[src/rtl/mips32_pkg.sv]
// mips32_pkg: opcodes, instruction classes and IR field slices shared by the MIPS32 pipeline stages
package mips32_pkg;
    localparam logic [5:0] ADD = 6'b000000, SUB = 6'b000001, AND = 6'b000010, OR = 6'b000011;
    localparam logic [5:0] SLT = 6'b000100, MUL = 6'b000101, LW = 6'b001000, SW = 6'b001001;
    localparam logic [5:0] ADDI = 6'b001010, SUBI = 6'b001011, SLTI = 6'b001100;
    localparam logic [5:0] BNEQZ = 6'b001101, BEQZ = 6'b001110, HLT = 6'b111111;
    localparam logic [2:0] RR_ALU = 3'd0, RM_ALU = 3'd1, LOAD = 3'd2, STORE = 3'd3, BRANCH = 3'd4, HALT = 3'd5;
    localparam int OP_HI = 31, OP_LO = 26, RS_HI = 25, RS_LO = 21;
    localparam int RT_HI = 20, RT_LO = 16, RD_HI = 15, RD_LO = 11;
    function automatic logic writes_reg(input logic [2:0] t);
        return t == RR_ALU || t == RM_ALU || t == LOAD;
    endfunction
endpackage

[src/rtl/mips32_regfile.sv]
// mips32_regfile: 32-entry register bank, one write port, two write-first bypassed read ports, r0 reads 0
module mips32_regfile #(
    parameter int DATA_W = 32,
    parameter int NREG = 32
) (
    input  logic                    clk1,
    input  logic                    rst_n,
    input  logic                    we,
    input  logic [$clog2(NREG)-1:0] waddr,
    input  logic [DATA_W-1:0]       wdata,
    input  logic [$clog2(NREG)-1:0] ra_addr,
    input  logic [$clog2(NREG)-1:0] rb_addr,
    output logic [DATA_W-1:0]       ra_data,
    output logic [DATA_W-1:0]       rb_data
);
    logic [DATA_W-1:0] regs [NREG];
    always_ff @(posedge clk1) begin
        if (!rst_n) begin
            for (int i = 0; i < NREG; i++) regs[i] <= '0;
        end else if (we && waddr != '0) begin
            regs[waddr] <= wdata;
        end
    end
    always_comb begin
        ra_data = ra_addr == '0 ? '0 : (we && waddr == ra_addr) ? wdata : regs[ra_addr];
        rb_data = rb_addr == '0 ? '0 : (we && waddr == rb_addr) ? wdata : regs[rb_addr];
    end
endmodule

[src/rtl/mips32_wb_stage.sv]
// mips32_wb_stage: MIPS32 write-back stage with register bank, HALT freeze FSM and retire counter
module mips32_wb_stage
    import mips32_pkg::*;
#(
    parameter int DATA_W = 32,
    parameter int NREG = 32,
    parameter int CNT_W = 32
) (
    input  logic              clk1,
    input  logic              rst_n,
    input  logic              mem_wb_valid,
    input  logic [2:0]        mem_wb_type,
    input  logic [31:0]       mem_wb_ir,
    input  logic [DATA_W-1:0] mem_wb_aluout,
    input  logic [DATA_W-1:0] mem_wb_lmd,
    input  logic              taken_branch,
    input  logic [4:0]        rs_addr,
    input  logic [4:0]        rt_addr,
    output logic [DATA_W-1:0] rs_data,
    output logic [DATA_W-1:0] rt_data,
    output logic              wb_fwd_valid,
    output logic [4:0]        wb_fwd_addr,
    output logic [DATA_W-1:0] wb_fwd_data,
    output logic              halted,
    output logic              illegal,
    output logic [CNT_W-1:0]  retired
);
    localparam logic ST_RUN = 1'b0, ST_HALTED = 1'b1;
    logic state, commit, we;
    logic [4:0] dest;
    logic [DATA_W-1:0] wdata;
    always_comb begin
        commit = rst_n & mem_wb_valid & ~taken_branch & (state == ST_RUN);
        dest = mem_wb_type == RR_ALU ? mem_wb_ir[RD_HI:RD_LO] : mem_wb_ir[RT_HI:RT_LO];
        wdata = mem_wb_type == LOAD ? mem_wb_lmd : mem_wb_aluout;
        we = commit & writes_reg(mem_wb_type) & (dest != 5'd0);
    end
    assign wb_fwd_valid = we;
    assign wb_fwd_addr = we ? dest : 5'd0;
    assign wb_fwd_data = we ? wdata : '0;
    assign halted = state == ST_HALTED;
    always_ff @(posedge clk1) begin
        if (!rst_n) begin
            state <= ST_RUN;
            illegal <= 1'b0;
            retired <= '0;
        end else if (commit) begin
            retired <= retired + 1'b1;
            if (mem_wb_type == HALT) state <= ST_HALTED;
            if (mem_wb_type == 3'd6 || mem_wb_type == 3'd7) begin
                state <= ST_HALTED;
                illegal <= 1'b1;
            end
        end
    end
    mips32_regfile #(.DATA_W(DATA_W), .NREG(NREG)) u_rf (
        .clk1(clk1),
        .rst_n(rst_n),
        .we(we),
        .waddr(dest),
        .wdata(wdata),
        .ra_addr(rs_addr),
        .rb_addr(rt_addr),
        .ra_data(rs_data),
        .rb_data(rt_data)
    );
endmodule

[config.mk]
export PLATFORM = sky130hd
export DESIGN_NAME = mips32_wb_stage
export DESIGN_NICKNAME = d
export VERILOG_FILES = /design/src/rtl/mips32_pkg.sv /design/src/rtl/mips32_regfile.sv /design/src/rtl/mips32_wb_stage.sv
export SDC_FILE = /design/constraint.sdc
export NUM_CORES = 2
export LEC_CHECK = 0
export CORE_MARGIN = 2
export CORE_UTILIZATION = 55
export CTS_CLUSTER_SIZE = 20
export DETAILED_ROUTE_END_ITERATION = 10
export GPL_ROUTABILITY_DRIVEN = 0
export PLACE_DENSITY_LB_ADDON = 0.1
export SLEW_MARGIN = 20
export SYNTH_ARGS = -nofsm -noshare
export SYNTH_HDL_FRONTEND = slang
export SYNTH_SLANG_ARGS = --single-unit
[constraint.sdc]
create_clock -name clk1 -period 7.6 [get_ports clk1]
set_input_delay 1.52 -clock clk1 [delete_from_list [all_inputs] [get_ports clk1]]
set_output_delay 1.52 -clock clk1 [all_outputs]
set_load 0.01 [all_outputs]
==> results.txt <==
----------------------------------------------------
[Outcome]
  Result of the run ... complete, no violations

[Yosys]
  Sequential area share after synthesis ... 56.5%
  Share of the synthesized area in compound gates (AO/OA/AOI/OAI) ... 7.27%
  Number of synthesized flops with an enable pin ... 1024
  Adder-cell share of the synthesized area ... 0.0225%
  Dominant cell type by area after synthesis ... sky130_fd_sc_hd__edfxtp_1
  Number of unique standard cell types used by synthesis ... 59
  Top cells by area in the synthesized netlist ... sky130_fd_sc_hd__edfxtp_1 (55%), sky130_fd_sc_hd__mux4_2 (10%), sky130_fd_sc_hd__mux2i_1 (9.8%)
  Gate Count Post-Synth ... 4475
  Largest family of logic cells by synthesized area ... multiplexers
  Post-synthesis cell area ... 55600 um2
  Count of state elements after synthesis ... 1058
  Simple logic cell fraction of the synthesized area ... 11.8%
  Async SR Flop Fraction ... 0%
  Fraction of synthesized area in multiplexers ... 20.9%
  Top cell type's share of synthesized area ... 55.3%
  Xor and xnor area share after synthesis ... 0.457%
  Leading register cell type out of synthesis ... sky130_fd_sc_hd__edfxtp_1
  Mapped Avg Cell Area ... 12.4 um2
  Yosys warning total ... 0

[Clock network]
  Total clock sinks ... 1058
  Worst skew pair latency ... 0.71 ns
  Maximum clock path buffer count ... 3
  # hold bufs at CTS ... 0
  Clock-pin slew on the worst setup and hold paths ... ~0.060 ns
  Total of cells resized after clock tree synthesis ... 0
  CTS buffer count ... 112
  Number of setup buffers added after CTS ... 0
  Root buffer selected by CTS ... sky130_fd_sc_hd__clkbuf_16
  H-tree level count ... 3
  CTS tree ... built

[Global routing]
  Maximum number of pins on one net before global-route repair ... 87
  First-pass GRT wire length ... 279000 um
  Total global-route track usage ... about two fifths
  Residual overflow from global routing ... 0
  Vias in the first global route ... 39600
  Initial antenna violation count ... 5

[Worst setup path]
  Critical Path End Type ... primary output
  Worst R2R Path Depth ... 7
  Required @ worst endpoint ... 6.08 ns
  Worst path arrival time ... 5.47 ns
  Type of the worst setup path ... in2out
  R2r endpoint ... u_rf.regs[4][15]
  Reg-to-reg startpoint ... halted
  Highest net fanout along the worst path ... 14
  Beginning of the critical path ... mem_wb_type[0]
  Kind of launch point of the worst setup path ... primary input
  Setup slack of the most critical reg-to-reg path ... 3.46 ns

[Floorplanning]
  Placement row count ... 116
  Effective utilization at floorplan ... a little under three fifths
  Width of the die ... approximately 320 um
  Core region area ... 100000 um2
  Die outline area ... 104000 um2
  Top-Level Pins ... roughly 250
  Height of the die ... 322 um

[Hold path]
  HP Start ... illegal
  Hold Path Sink ... illegal
  Hold crit path type ... reg2reg
  Instance count along the most critical hold path ... 2

[Route]
  Detailed-route wire length per cell ... 33.3 um
  Routed Antenna Nets ... 0
  Length of the first detailed-routing pass in iterations ... 6
  Routed vias/inst ... approximately 7
  Number of design rule violations left after detail routing ... 0
  Total number of vias ... 42100
  First-iteration detailed-routing DRC count ... ~7400
  Wirelength, routed ... 200000 um

[Job]
  Number of maximum-capacitance constraint violations ... 0

[Place]
  Post-Place Cells ... slightly below 6000
  HPWL after detailed placement ... approximately 130000 um
  Port Buffer Count ... 226
  Post-placement worst setup slack ... 0.719 ns

[STA]
  Worst-Margin Slew ... 1.22 ns
  Minimum setup slack in the final design ... 0.614 ns
  Unrepaired setup endpoints after global routing ... false
  Post-layout minimum cycle time ... 6.99 ns
  FMAX ... 143 MHz
  Relative slew slack ... a little under a fifth
  Fraction of the cycle the final worst path needs ... 91.9%
  Setup total negative slack ... 0 ns
  Clock Skews ... 0.0180 ns
  Final Setup Violations ... 0
  Final max-slew violation count ... 0
  Endpoints failing hold ... 0

[Cells and area]
  Number of non-filler instances in the completed layout ... ~6000
  Multi-input gate area in the final layout ... 23100 um2
  Post-Route Utilization ... a little under two thirds
  Filler instances ... slightly below 8000
  Ratio of cells with drive above 1 in the final layout ... between 10% and 20%
  Area added between synthesis and finish ... 14.7%
  Area used by sequential logic in the layout ... 31400 um2
  Antenna diode count ... 0
  Final net count ... 4733

[Power and ir drop]
  Worst IR drop on VDD ... ~0.18 mV
  Leakage component of the power ... 22.0 nW
  Power per cell area ... 224 nW/um2

----------------------------------------------------
worst max-delay path, stage by stage:
cell                              delay (ns)
sky130_fd_sc_hd__clkdlybuf4s50_1        0.72
sky130_fd_sc_hd__or3_1                  0.70
sky130_fd_sc_hd__o41ai_1                0.43
sky130_fd_sc_hd__o22ai_1                0.17
sky130_fd_sc_hd__nor4_4                 0.31
sky130_fd_sc_hd__buf_4                  0.22
sky130_fd_sc_hd__buf_4                  0.27
sky130_fd_sc_hd__a21oi_1                0.11
sky130_fd_sc_hd__a211oi_1               0.39
sky130_fd_sc_hd__clkdlybuf4s50_1        0.61
registers in the layout (all words and copies together) (netlist names):
signal and cells:
illegal 1, retired 32, u_rf.regs 1024, halted 1
synthesized netlist by cell type (all sizes together), types with 27 or more instances:
master	instances
o21ai	27
dfxtp	34
edfxtp	1024
a22oi	381
nand2	182
a21oi	36
nand4	70
buf	114
mux4	256
mux2	32
mux2i	547
nor2	1114
a211oi	65
nand3	141
clkbuf	298
how the worst max path moves through the flow:
stage                            end  cells past startpoint
global placement         rs_data[16]                     10
finish                   rs_data[16]                     10
floorplan           u_rf.regs[24][0]                      7
CTS                      rs_data[16]                     10
global route              rs_data[3]                      9
detailed placement       rs_data[16]                     10
stage by stage:
stage,area [um2],hold slack [ns],total power (W)
after floorplan,55700,0.486,0.00800
after global placement,60200,0.462,0.00884
after detailed placement,60200,0.460,0.00888
after CTS,63800,0.475,0.0142
after global routing,63800,0.516,0.0146
final,63800,0.479,0.0143
area by class of cell:
| cell class | instances | area share, % |
|---|---|---|
| repair buffers | 411 | 6.23 |
| clock inverters | 63 | 0.945 |
| clock buffers | 143 | 4.69 |
| inverters | 16 | 0.0961 |
| multi-input cells | 3020 | 36.2 |
| well taps | 1298 | 2.54 |
| flip-flops and latches | 1058 | 49.2 |
power by group:
group	switching (W)	leakage, nW	internal, W
logic	0.00125	10.3	0.000753
clock network	0.00236	1.75	0.00311
registers	0.000152	10.0	0.00668
total	0.00375	22.0	0.0105
placed cells by master, fill, tap and decap left out, types with 36 or more instances in the layout:
master and n:
sky130_fd_sc_hd__nor2_1 1105, sky130_fd_sc_hd__edfxtp_1 1024, sky130_fd_sc_hd__mux2i_1 518, sky130_fd_sc_hd__a22oi_1 381
sky130_fd_sc_hd__mux4_2 256, sky130_fd_sc_hd__clkdlybuf4s50_1 221, sky130_fd_sc_hd__buf_4 160, sky130_fd_sc_hd__nand2_1 152
sky130_fd_sc_hd__nand3_1 139, sky130_fd_sc_hd__clkbuf_16 114, sky130_fd_sc_hd__nand4_1 70, sky130_fd_sc_hd__a211oi_1 37
sky130_fd_sc_hd__a21oi_1 36
logic make-up (layout without fill, tap and decap cells):
logic type,Yosys count,in the layout
and+or+nand+nor,1582,1582
buffers and inverters,428,633
muxes,835,835
adders and majority gates,1,1
AOI/OAI and AO/OA,541,541
other,1,32
DFF,1058,1058
xor gates and xnor gates,29,29
layer usage:
| metal | part of all wire (%) | up-vias | wire [um] | global-route usage [%] |
|---|---|---|---|---|
| met3 | 16 | 446 | 32900 | 14.5 |
| met4 | 3.1 | 8 | 6240 | 11.5 |
| met2 | 44 | 3478 | 87000 | 55.4 |
| met1 | 37 | 20900 | 73600 | 53.4 |
| li1 | - | 17300 | - | - |
| met5 | 0.025 | - | 49 | 0 |
No activity file was read; power rests on OpenSTA's default activity.
